## src/rtl/tl_atomic_responder.sv

```systemverilog
// -----------------------------------------------------------------------------
// tl_atomic_responder
//
// Home-side executor for TileLink atomics (ArithmeticData / LogicalData).
// Takes one A-channel atomic at a time, reads the addressed 64-bit beat from
// the backing store, computes the new value, writes it back under a byte
// mask and returns the old beat on D as AccessAckData. Illegal requests
// are answered with denied=1 and zero data without touching memory.
//
// Ports
//   clk_i, rst_i          clock, synchronous active-high reset
//   a_*                   A-channel request (valid/ready, opcode, param,
//                         size, source, byte address, 64-bit lane data)
//   d_*                   D-channel response (valid/ready, opcode=1,
//                         source echo, denied, old beat)
//   mem_req_o/mem_we_o    memory request and direction, held until mem_gnt_i
//   mem_addr_o            beat-aligned address
//   mem_wdata_o/wmask_o   write data and byte enables
//   mem_gnt_i             memory accepts the current request
//   mem_rvalid_i/rdata_i  read return
// -----------------------------------------------------------------------------
module tl_atomic_responder #(
    parameter int ADDR_W   = 32,
    parameter int SOURCE_W = 4
) (
    input  logic                clk_i,
    input  logic                rst_i,

    input  logic                a_valid_i,
    output logic                a_ready_o,
    input  logic [2:0]          a_opcode_i,
    input  logic [2:0]          a_param_i,
    input  logic [1:0]          a_size_i,
    input  logic [SOURCE_W-1:0] a_source_i,
    input  logic [ADDR_W-1:0]   a_address_i,
    input  logic [63:0]         a_data_i,

    output logic                d_valid_o,
    input  logic                d_ready_i,
    output logic [2:0]          d_opcode_o,
    output logic [SOURCE_W-1:0] d_source_o,
    output logic                d_denied_o,
    output logic [63:0]         d_data_o,

    output logic                mem_req_o,
    output logic                mem_we_o,
    output logic [ADDR_W-1:0]   mem_addr_o,
    output logic [63:0]         mem_wdata_o,
    output logic [7:0]          mem_wmask_o,
    input  logic                mem_gnt_i,
    input  logic                mem_rvalid_i,
    input  logic [63:0]         mem_rdata_i
);

    localparam logic [2:0] OP_ARITH        = 3'd2;
    localparam logic [2:0] OP_LOGIC        = 3'd3;
    localparam logic [2:0] OP_ACCESSACKDAT = 3'd1;

    typedef enum logic [2:0] {
        IDLE,
        RD,
        RWAIT,
        WR,
        RESP
    } state_t;

    state_t state, state_nxt;

    // Latched request. Only the beat address and the word lane are kept;
    // the low address bits matter only for the legality check at accept.
    logic                is_arith_q;
    logic [2:0]          param_q;
    logic                is_dword_q;
    logic [SOURCE_W-1:0] source_q;
    logic [ADDR_W-1:3]   beat_addr_q;
    logic                lane_q;
    logic [63:0]         operand_q;
    logic [63:0]         old_beat_q;
    logic                denied_q;

    logic                accept;
    logic                req_legal;
    logic [63:0]         wdata_calc;
    logic [7:0]          wmask_calc;

    // -------------------------------------------------------------------------
    // Atomic ALU. Word operands arrive zero-extended in [31:0]; the signed
    // compare re-extends them from bit 31 so MIN/MAX work at op width.
    // -------------------------------------------------------------------------
    function automatic logic [63:0] amo_alu(
        input logic        is_arith,
        input logic [2:0]  param,
        input logic        is_word,
        input logic [63:0] old_v,
        input logic [63:0] opr_v
    );
        logic [63:0] old_s;
        logic [63:0] opr_s;
        logic        lt_s;
        logic        lt_u;
        old_s = is_word ? {{32{old_v[31]}}, old_v[31:0]} : old_v;
        opr_s = is_word ? {{32{opr_v[31]}}, opr_v[31:0]} : opr_v;
        lt_s  = $signed(old_s) < $signed(opr_s);
        lt_u  = old_v < opr_v;
        if (is_arith) begin
            case (param)
                3'd0:    return lt_s ? old_v : opr_v;   // MIN
                3'd1:    return lt_s ? opr_v : old_v;   // MAX
                3'd2:    return lt_u ? old_v : opr_v;   // MINU
                3'd3:    return lt_u ? opr_v : old_v;   // MAXU
                3'd4:    return old_v + opr_v;          // ADD, wraps
                default: return old_v;
            endcase
        end else begin
            case (param)
                3'd0:    return old_v ^ opr_v;          // XOR
                3'd1:    return old_v | opr_v;          // OR
                3'd2:    return old_v & opr_v;          // AND
                3'd3:    return opr_v;                  // SWAP
                default: return old_v;
            endcase
        end
    endfunction

    // -------------------------------------------------------------------------
    // Legality of the request presented on A (evaluated at accept).
    // -------------------------------------------------------------------------
    always_comb begin
        logic op_ok;
        logic param_ok;
        logic size_ok;
        logic align_ok;
        op_ok    = (a_opcode_i == OP_ARITH) || (a_opcode_i == OP_LOGIC);
        param_ok = (a_opcode_i == OP_ARITH) ? (a_param_i <= 3'd4)
                                            : (a_param_i <= 3'd3);
        size_ok  = a_size_i[1];                          // 2 or 3 only
        align_ok = a_size_i[0] ? (a_address_i[2:0] == 3'b000)
                               : (a_address_i[1:0] == 2'b00);
        req_legal = op_ok && param_ok && size_ok && align_ok;
    end

    assign accept = a_valid_i && a_ready_o;

    // -------------------------------------------------------------------------
    // New beat and byte mask from the registered old beat and operand.
    // A word result lands in its own lane; the other lane re-writes old data.
    // -------------------------------------------------------------------------
    always_comb begin
        logic [31:0] old_w;
        logic [31:0] opr_w;
        logic [63:0] res;
        old_w = lane_q ? old_beat_q[63:32] : old_beat_q[31:0];
        opr_w = lane_q ? operand_q[63:32]  : operand_q[31:0];
        if (is_dword_q) begin
            res        = amo_alu(is_arith_q, param_q, 1'b0, old_beat_q, operand_q);
            wdata_calc = res;
            wmask_calc = 8'hFF;
        end else begin
            res        = amo_alu(is_arith_q, param_q, 1'b1, {32'd0, old_w}, {32'd0, opr_w});
            wdata_calc = lane_q ? {res[31:0], old_beat_q[31:0]}
                                : {old_beat_q[63:32], res[31:0]};
            wmask_calc = lane_q ? 8'hF0 : 8'h0F;
        end
    end

    // -------------------------------------------------------------------------
    // FSM state register.
    // -------------------------------------------------------------------------
    // NOTE: clocked state uses non-blocking (<=) so every flop samples the
    // pre-edge values; blocking (=) here would create order-dependent races.
    always_ff @(posedge clk_i) begin
        if (rst_i) state <= IDLE;
        else       state <= state_nxt;
    end

    // -------------------------------------------------------------------------
    // Next state and outputs.
    // -------------------------------------------------------------------------
    // NOTE: every output gets a default before the case so no path leaves a
    // signal unassigned, which would otherwise infer a latch.
    always_comb begin
        state_nxt   = state;
        a_ready_o   = 1'b0;
        d_valid_o   = 1'b0;
        d_denied_o  = 1'b0;
        d_data_o    = 64'd0;
        mem_req_o   = 1'b0;
        mem_we_o    = 1'b0;
        mem_wdata_o = 64'd0;
        mem_wmask_o = 8'd0;
        case (state)
            IDLE: begin
                a_ready_o = 1'b1;
                if (accept) state_nxt = req_legal ? RD : RESP;
            end
            RD: begin
                mem_req_o = 1'b1;
                if (mem_gnt_i) state_nxt = RWAIT;
            end
            RWAIT: begin
                if (mem_rvalid_i) state_nxt = WR;
            end
            WR: begin
                mem_req_o   = 1'b1;
                mem_we_o    = 1'b1;
                mem_wdata_o = wdata_calc;
                mem_wmask_o = wmask_calc;
                if (mem_gnt_i) state_nxt = RESP;   // posted write
            end
            RESP: begin
                d_valid_o  = 1'b1;
                d_denied_o = denied_q;
                d_data_o   = old_beat_q;
                if (d_ready_i) state_nxt = IDLE;
            end
            default: state_nxt = IDLE;
        endcase
        // A reset drops the transaction at once: no request or response may
        // be seen during the reset cycle itself.
        if (rst_i) begin
            mem_req_o = 1'b0;
            mem_we_o  = 1'b0;
            d_valid_o = 1'b0;
        end
    end

    assign d_opcode_o = OP_ACCESSACKDAT;
    assign d_source_o = source_q;
    assign mem_addr_o = {beat_addr_q, 3'b000};

    // -------------------------------------------------------------------------
    // Request capture and read-data capture.
    // -------------------------------------------------------------------------
    always_ff @(posedge clk_i) begin
        if (rst_i) begin
            is_arith_q  <= 1'b0;
            param_q     <= 3'd0;
            is_dword_q  <= 1'b0;
            source_q    <= '0;
            beat_addr_q <= '0;
            lane_q      <= 1'b0;
            operand_q   <= 64'd0;
            old_beat_q  <= 64'd0;
            denied_q    <= 1'b0;
        end else begin
            if (accept) begin
                is_arith_q  <= (a_opcode_i == OP_ARITH);
                param_q     <= a_param_i;
                is_dword_q  <= a_size_i[0];
                source_q    <= a_source_i;
                beat_addr_q <= a_address_i[ADDR_W-1:3];
                lane_q      <= a_address_i[2];
                operand_q   <= a_data_i;
                old_beat_q  <= 64'd0;          // a denied reply carries zero data
                denied_q    <= !req_legal;
            end
            if (state == RWAIT && mem_rvalid_i) old_beat_q <= mem_rdata_i;
        end
    end

endmodule

```

## config.mk

```make
export PLATFORM = sky130hd
export DESIGN_NAME = tl_atomic_responder
export DESIGN_NICKNAME = d
export VERILOG_FILES = /design/src/rtl/tl_atomic_responder.sv
export SDC_FILE = /design/constraint.sdc
export NUM_CORES = 1
export LEC_CHECK = 0
export CAP_MARGIN = 25
export CORE_MARGIN = 5
export CORE_UTILIZATION = 35
export CTS_CLUSTER_SIZE = 14
export DETAILED_ROUTE_END_ITERATION = 16
export HOLD_SLACK_MARGIN = 0.05
export PLACE_DENSITY = 0.64
export SLEW_MARGIN = 15
export SYNTH_ARGS = -nofsm -noshare
export SYNTH_HDL_FRONTEND = slang
export SYNTH_SLANG_ARGS = --single-unit
```

## constraint.sdc

```tcl
create_clock -name clk_i -period 12.83 [get_ports clk_i]
set_input_delay 2.566 -clock clk_i [delete_from_list [all_inputs] [get_ports clk_i]]
set_output_delay 2.566 -clock clk_i [all_outputs]
set_load 0.01 [all_outputs]
```

==> metrics.txt <==
Yosys top cell area share 14.1%; clock buffer depth 2; row count 99; Post-synth EDFFs 0; Yosys cell types 89; fin crit share 83.8%; Worst R2R Setup Slack 9.63 ns; PortBufs 351; ys async rst share 0%; Fin Clk Skew 0.0233 ns; htree depth 4; Min-Delay Path Class reg2reg; DP HPWL 111 mm; largest net degree at the start of global routing 97; RSZ-0062 raised after global routing no; status completed; CTS resizes 0; die footprint 78300 µm²; DR pass1 iterations 6; reg-to-reg endpoint old_beat_q[57]; sequential fraction of the synthesis area 13.4%; area delta synth->final 19.0%; Tmin final 10.75 ns; CTS tree done; clock root buffer clkbuf_16; number of antenna violations at the first check in global routing 12; Post-synth top cells 497 x nand2_1, 462 x a21oi_1, 290 x inv_1; vias 31100; Critical R2R Launch state[0]; fillcell total 7696; area of the multi-input gates 19800 µm²; flops & latches, synth 171; Worst Setup SP lane_q; hold-fix buffers at CTS 0; core area 72600 µm²; Mean Syn Cell Area 6.91 µm²; dominant cell type by area after synthesis ha_1; CTS Buf Count 17; sequential cell area 3440 µm²; setup tns final 0 ns; Relative slew margins 20.6%; first-pass GRT wire length 207 mm; IO Pins 358; Synth Instances 3691; synthesized area 25500 µm²; Final nets 4309; Hold Crit Depth 2; top-count cell post-synth nand2_1; synth warn 0; post-CTS repair timing setup buffer count 0; Initial Util 35.1%; pwr dens 110 nW/µm²; remaining routing DRC violations 0; CP Class reg2out; maximum VDD drop 111 µV; crit end category primary output; Wirelength per Cell 30.2 µm; Die Ht 280 µm; Total Wirelength 146 mm; Worst Path Arrival 8.19 ns; max_cap viols 0; final setup vio count 0; Leakage 0.0121 µW; CP Data Required Time 10.26 ns; vias in the first global route 28800; Setup crit end mem_wdata_o[47]; type of origin of the critical path register; dominant cells by area after synthesis ha_1 14%, dfxtp_1 13%, a21oi_1 9.1%; slew of the pin with the lowest slew margin 1.19 ns; share of cells above drive strength 1 6.93%; Max Clk Rate 93.0 MHz; Hold Violations, Final 0; Tot Pwr 3340 µW; Sink Count 171; Clk Latency, worst-skew pair 0.51 ns; total track usage 35.4%; Post-synth top flop dfxtp_1; post-route ant nets 0; Reg2Reg Depth 8; Worst-path clk slew 0.08 ns; Final GP Congestion 1.14; critical path peak fanout 44; Slew Viols, Final 0; DR vias/cell 6.45; Initial DRC Count 4308; Die Span X 280 µm; gr ovfl total 0
==> worst min path at each step <==
stage | startpoint | to | slack (ns)
after floorplan | denied_q | denied_q | 0.47
after global placement | beat_addr_q[26] | beat_addr_q[26] | 0.44
after detailed placement | d_source_o[3] | d_source_o[3] | 0.45
after CTS | beat_addr_q[26] | beat_addr_q[26] | 0.46
after global routing | beat_addr_q[21] | beat_addr_q[21] | 0.47
final | d_source_o[3] | d_source_o[3] | 0.45
==> cell families (layout without fill, tap and decap cells) <==
kind of cell | after synthesis | count (layout) | synth area share, %
XOR/XNOR | 82 | 82 | 2.92
multiplexers | 160 | 160 | 8.83
adder cells (fa/ha/maj) | 290 | 290 | 14.3
buffers and inverters | 604 | 763 | 9.26
AND/OR/NAND/NOR | 1122 | 1122 | 19.6
other | 2 | 15 | 0.0295
flip-flops | 171 | 171 | 13.4
AO/OA/AOI/OAI | 1260 | 1260 | 31.6
==> stage by stage <==
stage          worst slack (ns)  hold slack, ns  instances  area, µm²  utilization, %
2_1_floorplan              4.48           0.474       3695      25500               -
3_3_place_gp               2.83           0.441       4778      29700            40.9
3_5_place_dp               2.86           0.446       4779      29700            40.9
6_report                   2.08           0.454       4822      30300            41.8
4_1_cts                    2.27           0.456       4811      30300            41.8
5_1_grt                    2.00           0.471       4814      30300            41.8
==> metal layers <==
layer | vias up | routed length, µm | GRT usage, %
met5 | - | 69 | 0
met4 | 10 | 11300 | 20.7
met3 | 542 | 17100 | 10.2
met2 | 2147 | 59500 | 51.9
met1 | 14900 | 57800 | 46.2
li1 | 13500 | - | -
==> report_power, final <==
part,internal [µW],switching (µW)
Sequential,587,147
Clock,298,284
Combinational,621,1400
==> cells in the final DEF (no fill, tap or decap), drive strengths merged, types with 32 or more instances in the layout <==
cell type	instances
a21boi	39
nand2	497
nor3	47
a221oi	78
mux2i	90
dfxtp	171
ha	288
a21o	61
mux4	50
clkdlybuf4s50	350
a21oi	462
nand3	103
a31oi	34
inv	296
o22ai	43
o21ai	225
nor2	269
buf	89
nor4	32
a211oi	52
xnor2	52
==> cell type report <==
cell class	instances	share of cell area, %
Sequential cell	171	11.3
Inverter	292	3.63
Antenna cell	9	0.0742
Tap cell	959	3.95
Clock inverter	13	0.507
Timing Repair Buffer	439	13.8
Clock buffer	19	1.46
Multi-Input combinational cell	2920	65.3
==> worst max-delay path, cell delays in order, from the launching register on <==
cell	delay, ns
dfxtp_4	0.74
inv_1	0.35
buf_4	0.33
a21boi_0	0.57
ha_1	0.45
or4_1	0.55
or4_1	0.55
a311oi_2	0.31
o41ai_2	0.21
nor2_1	0.35
or3_1	0.53
nand2_1	0.59
o221ai_1	0.43
a21oi_1	0.28
nor4_1	0.68
clkdlybuf4s50_1	0.69
==> flip-flops by register name, indices dropped and copies added, names as in the netlist <==
signal / count
lane_q: 1
beat_addr_q: 29
operand_q: 64
state: 3
d_source_o: 4
old_beat_q: 64
is_arith_q: 1
is_dword_q: 1
param_q: 3
denied_q: 1
Note: power is estimated with default switching activity, not from simulation.
